### src/rtl/lsa_adc_scanner.sv
// Round-robin 4-channel serial ADC front end: one fixed-length frame per channel, 12-bit MSB-first capture.
// Optional macro LSA_VALID_EN adds a one-cycle data_valid strobe and the valid_ch channel tag.
module lsa_adc_scanner #(
    parameter int FRAME_LEN    = 20,
    parameter int SAMPLE_START = 7,
    parameter int DATA_W       = 12
) (
    input  logic              clk,
    input  logic              rst_n,
    input  logic              ADC1,
    input  logic              ADC2,
    input  logic              ADC3,
    input  logic              ADC4,
    output logic              cs,
    output logic              din,
    output logic [7:0]        count,
    output logic [1:0]        ch_idx,
    output logic [DATA_W-1:0] data_out
`ifdef LSA_VALID_EN
    ,
    output logic              data_valid,
    output logic [1:0]        valid_ch
`endif
);

    localparam logic [7:0] LAST_CNT     = 8'(FRAME_LEN - 1);
    localparam logic [7:0] SAMPLE_FIRST = 8'(SAMPLE_START);
    localparam logic [7:0] SAMPLE_LAST  = 8'(SAMPLE_START + DATA_W - 1);
    localparam logic [7:0] UPDATE_CNT   = 8'(SAMPLE_START + DATA_W);

    generate
        if (FRAME_LEN < 16 || FRAME_LEN > 255 || (SAMPLE_START + DATA_W) > (FRAME_LEN - 1)) begin : g_bad_params
            $fatal(1, "lsa_adc_scanner: illegal FRAME_LEN/SAMPLE_START/DATA_W combination");
        end
    endgenerate

    logic [7:0]        count_nxt_s;
    logic [1:0]        ch_nxt_s;
    logic              din_nxt_s;
    logic              adc_bit_s;
    logic              sample_s;
    logic              update_s;
    logic [DATA_W-1:0] shift_r;

    // Frame position and channel for the next cycle.
    always_comb begin
        count_nxt_s = 8'd0;
        ch_nxt_s    = ch_idx;
        if (count == LAST_CNT) begin
            count_nxt_s = 8'd0;
            ch_nxt_s    = ch_idx + 2'd1;
        end else begin
            count_nxt_s = count + 8'd1;
            ch_nxt_s    = ch_idx;
        end
    end

    // Serial input select for the channel in progress.
    always_comb begin
        adc_bit_s = 1'b0;
        case (ch_idx)
            2'd0:    adc_bit_s = ADC1;
            2'd1:    adc_bit_s = ADC2;
            2'd2:    adc_bit_s = ADC3;
            2'd3:    adc_bit_s = ADC4;
            default: adc_bit_s = 1'b0;
        endcase
    end

    // Address bits are computed from next-cycle position so the registered din lines up with count.
    always_comb begin
        din_nxt_s = 1'b0;
        case (count_nxt_s)
            8'd2:    din_nxt_s = ch_nxt_s[1];
            8'd3:    din_nxt_s = ch_nxt_s[0];
            default: din_nxt_s = 1'b0;
        endcase
    end

    // Sampling window and word-update strobes for the current cycle.
    always_comb begin
        sample_s = (count >= SAMPLE_FIRST) && (count <= SAMPLE_LAST);
        update_s = (count == UPDATE_CNT);
    end

    // Frame sequencer, chip-select/address generation and sample capture.
    always_ff @(posedge clk) begin
        if (!rst_n) begin
            count    <= 8'd0;
            ch_idx   <= 2'd0;
            cs       <= 1'b1;
            din      <= 1'b0;
            shift_r  <= {DATA_W{1'b0}};
            data_out <= {DATA_W{1'b0}};
        end else begin
            count  <= count_nxt_s;
            ch_idx <= ch_nxt_s;
            cs     <= (count_nxt_s == 8'd0);
            din    <= din_nxt_s;
            if (sample_s) begin
                shift_r <= {shift_r[DATA_W-2:0], adc_bit_s};
            end else begin
                shift_r <= shift_r;
            end
            if (update_s) begin
                data_out <= shift_r;
            end else begin
                data_out <= data_out;
            end
        end
    end

`ifdef LSA_VALID_EN
    // Valid strobe coincides with the first cycle the new word is visible; valid_ch tags that word.
    always_ff @(posedge clk) begin
        if (!rst_n) begin
            data_valid <= 1'b0;
            valid_ch   <= 2'd0;
        end else begin
            data_valid <= update_s;
            if (update_s) begin
                valid_ch <= ch_idx;
            end else begin
                valid_ch <= valid_ch;
            end
        end
    end
`endif

endmodule

### config.mk
export PLATFORM = sky130hd
export DESIGN_NAME = lsa_adc_scanner
export DESIGN_NICKNAME = d
export VERILOG_FILES = /design/src/rtl/lsa_adc_scanner.sv
export SDC_FILE = /design/constraint.sdc
export NUM_CORES = 1
export LEC_CHECK = 0
export CORE_MARGIN = 2
export CORE_UTILIZATION = 51
export CTS_CLUSTER_SIZE = 8
export DETAILED_ROUTE_END_ITERATION = 8
export HOLD_SLACK_MARGIN = 0.08
export PLACE_DENSITY = 0.78
export SETUP_SLACK_MARGIN = 0.1
export SYNTH_ARGS = -nofsm -noshare
export SYNTH_HDL_FRONTEND = slang
export SYNTH_SLANG_ARGS = --single-unit
### constraint.sdc
create_clock -name clk -period 1.9 [get_ports clk]
set_input_delay 0.19 -clock clk [delete_from_list [all_inputs] [get_ports clk]]
set_output_delay 0.19 -clock clk [all_outputs]
set_load 0.005 [all_outputs]
# After elaboration in Yosys (flattened, before gate mapping)
# Cells that the tools add are included.
# totals
mem_bits_rw,0
output_inout_bits,24
wordCells,23
latch_bits,0
rom_bits,0
in_bits,6
reg_bits,36
n_memories,0
# classes
reduce_logical,3
div_mod_pow,0
magnitude_cmp,2
eq_ne,6
mux,4
bitwise_logic,0
mul,0
shifts,0
n_addsub,2
# op_table
operator,n
$eq 8x2->1 const B,2
$add 8x1->8 const B,1
$eq 8x5->1 const B,1
$ge 8x3->1 const B,1
$le 8x5->1 const B,1
$logic_not 8->1,1
$mux 8,1
$eq 2x2->1 const B,2
$pmux 1 s4,1
$add 2x1->2 const B,1
$eq 2x1->1 const B,1
$logic_not 2->1,1
$mux 2,1
$pmux 1 s2,1
$logic_and 1x1->1,1

# Logic depth before layout (Yosys ltp)
# logic_depth
ltp_word,4
mapped_depth,8
depth_no_buf,7

# Worst setup path before layout
# Ideal clock, no wire load.
# synth_timing
path_type,register to register
from,register count[1]
to,register count[0]
t_arrival_ps,1592
setup_time_ps,125
t_required_ps,1775
period_less_slack_ps,1717
path_buffers,3
slack_ps,183
stages_incl_launch_ff,9
path_cell_list,dfxtp_1 ha_1 clkbuf_1 nand3b_1 or2_1 buf_6 buf_6 nand2_2 nor2_1
# synth_via
elab_chain_len,2
# synth_lines
item,line_no,source
from (decl),16,"output logic [7:0] count,"
from (signal assigned),96,count <= count_nxt_s;
$eq 8x5->1,49,if (count == LAST_CNT) begin
$mux 8,49,
# Every way passes these cells.
# A chain may end at the register's enable or synchronous reset.

# Final worst setup path
# layout_timing
from,register count[0]
to,register shift_r[6]
# layout_via
elab_chain_len,2
word_cells_on_any_way,3
cone_classes,order compare (2); reduce/logical (1)
# layout_lines
item,line_no,source
$ge 8x3->1 / $le 8x5->1 (equally long branches),82,sample_s = (count >= SAMPLE_FIRST) && (count <= SAMPLE_LAST);
$logic_and 1x1->1 (*),82,
to (signal assigned),93,shift_r <= {DATA_W{1'b0}};
to (signal assigned),101,"shift_r <= {shift_r[DATA_W-2:0], adc_bit_s};"
to (signal assigned),103,shift_r <= shift_r;
to (decl),43,logic [DATA_W-1:0] shift_r;
# Every way passes the cells marked *; elsewhere a longest branch is shown, timed or not.

==> run metrics <==
outcome=finished clean; RSZ-0062 raised after global routing=no; synthesized instance count=190; R2R Path End=shift_r[6]; WHS Path Cells=2; Initial Utilization=0.529; Slew HR=0.735; HP Class=register to register; Synth area leader=dfxtp_1; First DRT Iteration DRCs=32; worst-path fanout max=24; depth of the most critical reg-to-reg path=8; H-tree Lvls=2; Inst Count DP=255; Worst-path clk slew=0.11 ns; CTS tree=built; DRC Markers=0; Clk Latency, worst-skew pair=0.33 ns; largest net degree at the start of global routing=47; GRT Overall Usage=0.193; Cell Area, Synth=0.00160 mm^2; I/O Pins=30; Max IR drop VDD=476 uV; TritonCTS Buffers=5; GRT overflow=0; R2R setup slack=0.29 ns; post-synth cell types=33; worst setup path startpoint=count[0]; Pwr per Cell Area=627 mW/mm^2; DIE AREA=0.00361 mm^2; Seq/Total Area, Yosys=0.450; fin crit period=1.61 ns; synthesis-stage register bit count=36; DP HPWL=2230 um; Worst-Margin Slew=0.398 ns; Req. time, crit path=2.15 ns; CTS Sinks=36; core region area=0.00303 mm^2; final period utilization=0.847; Post-synth EDFFs=0; Arrival @ worst endpoint=1.86 ns; final net count=233; Fin Setup TNS=0 ns; Max clock buf depth=2; post-layout util=0.647; ordered list of cells on the worst path=ha_1 -> buf_4 -> a21oi_1 -> o32ai_1 -> nand2_1 -> buf_4 -> nand3_1 -> o21ai_1; Synth top cells by count=nand2_1 (48), dfxtp_1 (36), nand3_1 (14); Routed Antenna Nets=0; WS Path Type=register to register; layout cells sized above 1=0.0826; Worst Setup End Kind=register; clk_skew=0.0158 ns; crit-path leading delay family=flip-flops; initial antenna violation count=0; Layout Area Growth over Synthesis=22.2%; vias in the first global route=1228; Largest stage delay, worst path=0.39 ns; PortBufs=29; min-delay src=data_out[8]; Die X=60.1 um; FILL cells=269; Syn Nets=205; wire per inst=11.9 um; Vias=1321; final WL=3110 um; startpoint types=register; area fraction of the dominant cell type after synthesis=0.450; Final Wtd Congestion=0.774; root buf cell=clkbuf_4; Max Cap Viol=0; Diodes inserted=0; Synth async-reset ratio=0; Synth Flop Type=dfxtp_1; total power=1.23 mW; LEAKAGE=0.665 nW; vias per cell=5.04; crit path max-delay cell type=dfxtp_2; fmax=622 MHz; crit-path most repeated cell=buf_4; Finished Layout Cells=262; drt first pass iters=4; Vert. Die Dim=60.1 um; cts-stage hold buffer count=0; Worst Hold Path EP=data_out[8]; Pins Over Slew Limit=0; synth top area cells=dfxtp_1 (45%), nand2_1 (11%), ha_1 (7.0%); Ys Warns=0; # rows=20; Setup violations, final=0; first-pass GRT wire length=5260 um; r2r startpoint=count[0]; Mean Syn Cell Area=8.44 um^2; buffers and inverters on the worst path=2; count leader, synth=nand2_1; final hold vios=0
-- routing by layer --
layer,global-route usage,share of wire
met5,0,0
met4,0.0508,0.0093
met3,0.0584,0.040
met2,0.301,0.48
met1,0.258,0.47
-- final cells by class --
cell class | instances | area, um^2 | share of cell area
multi-input combinational | 138 | 800 | 0.408
sequential | 36 | 723 | 0.369
timing repair buffer | 33 | 320 | 0.163
tap | 44 | 55.1 | 0.0281
clock buffer | 6 | 41.3 | 0.0211
inverter | 4 | 15.0 | 0.00766
clock inverter | 1 | 5.00 | 0.00255
-- worst max path at each step --
| stage | end | slack, ns | cells past startpoint |
|---|---|---|---|
| 3_5_place_dp | cs | 0.12 | 5 |
| 4_1_cts | din | 0.15 | 7 |
| 2_1_floorplan | count[0] | 0.18 | 8 |
| 3_3_place_gp | cs | 0.20 | 5 |
| 5_1_grt | shift_r[6] | 0.11 | 8 |
| 6_report | shift_r[6] | 0.29 | 8 |
-- power by group --
| part | internal (mW) | total, mW | switching, mW |
|---|---|---|---|
| clock | 0.136 | 0.368 | 0.231 |
| sequential | 0.762 | 0.776 | 0.0141 |
| combinational | 0.0446 | 0.0839 | 0.0393 |
-- cell families after synthesis --
kind of cell	share of synthesized area
and+or+nand+nor	0.238
AOI/OAI and AO/OA	0.158
DFF	0.450
buffers and inverters	0.0515
adders and majority gates	0.0703
xor gates and xnor gates	0.0328
-- sequential cells by signal, indices dropped and copies added, names as in the netlist --
| name | count |
|---|---|
| data_out | 12 |
| shift_r | 12 |
| count | 8 |
| ch_idx | 2 |
| cs | 1 |
| din | 1 |
-- cells in the final DEF (no fill, tap or decap), types with 2 or more instances in the layout --
cell type        instances
nand2_1                 48
nor2_1                   6
dfxtp_2                  2
buf_4                    4
nor2b_1                  3
xnor2_1                  6
dfxtp_1                 34
a21boi_0                 5
and2_1                   3
clkbuf_4                 5
a21oi_1                  3
nand3_1                 14
ha_1                     9
a22oi_1                  2
o21ai_0                  3
o21ai_1                 13
clkdlybuf4s50_1         29
inv_1                    4
a21boi_1                 9
-- worst min-delay path, cell delays in order, from the launching register on --
cell and delay (ns):
dfxtp_1 0.32, nand2_1 0.05, a21boi_1 0.05
-- stage by stage --
stage	worst slack [ns]	area, um^2	hold WS, ns
global placement	0.204	1910	0.444
CTS	0.154	1960	0.462
floorplan	0.183	1600	0.437
detailed placement	0.121	1910	0.448
global route	0.107	1960	0.487
finish	0.291	1960	0.458
-- repair_timing --
item                       4_1_cts  5_1_grt
buffers inserted                 0        0
resized for setup                1        3
cloned                           0        0
setup endpoints to repair        1       30
(Power assumes the default switching activity.)
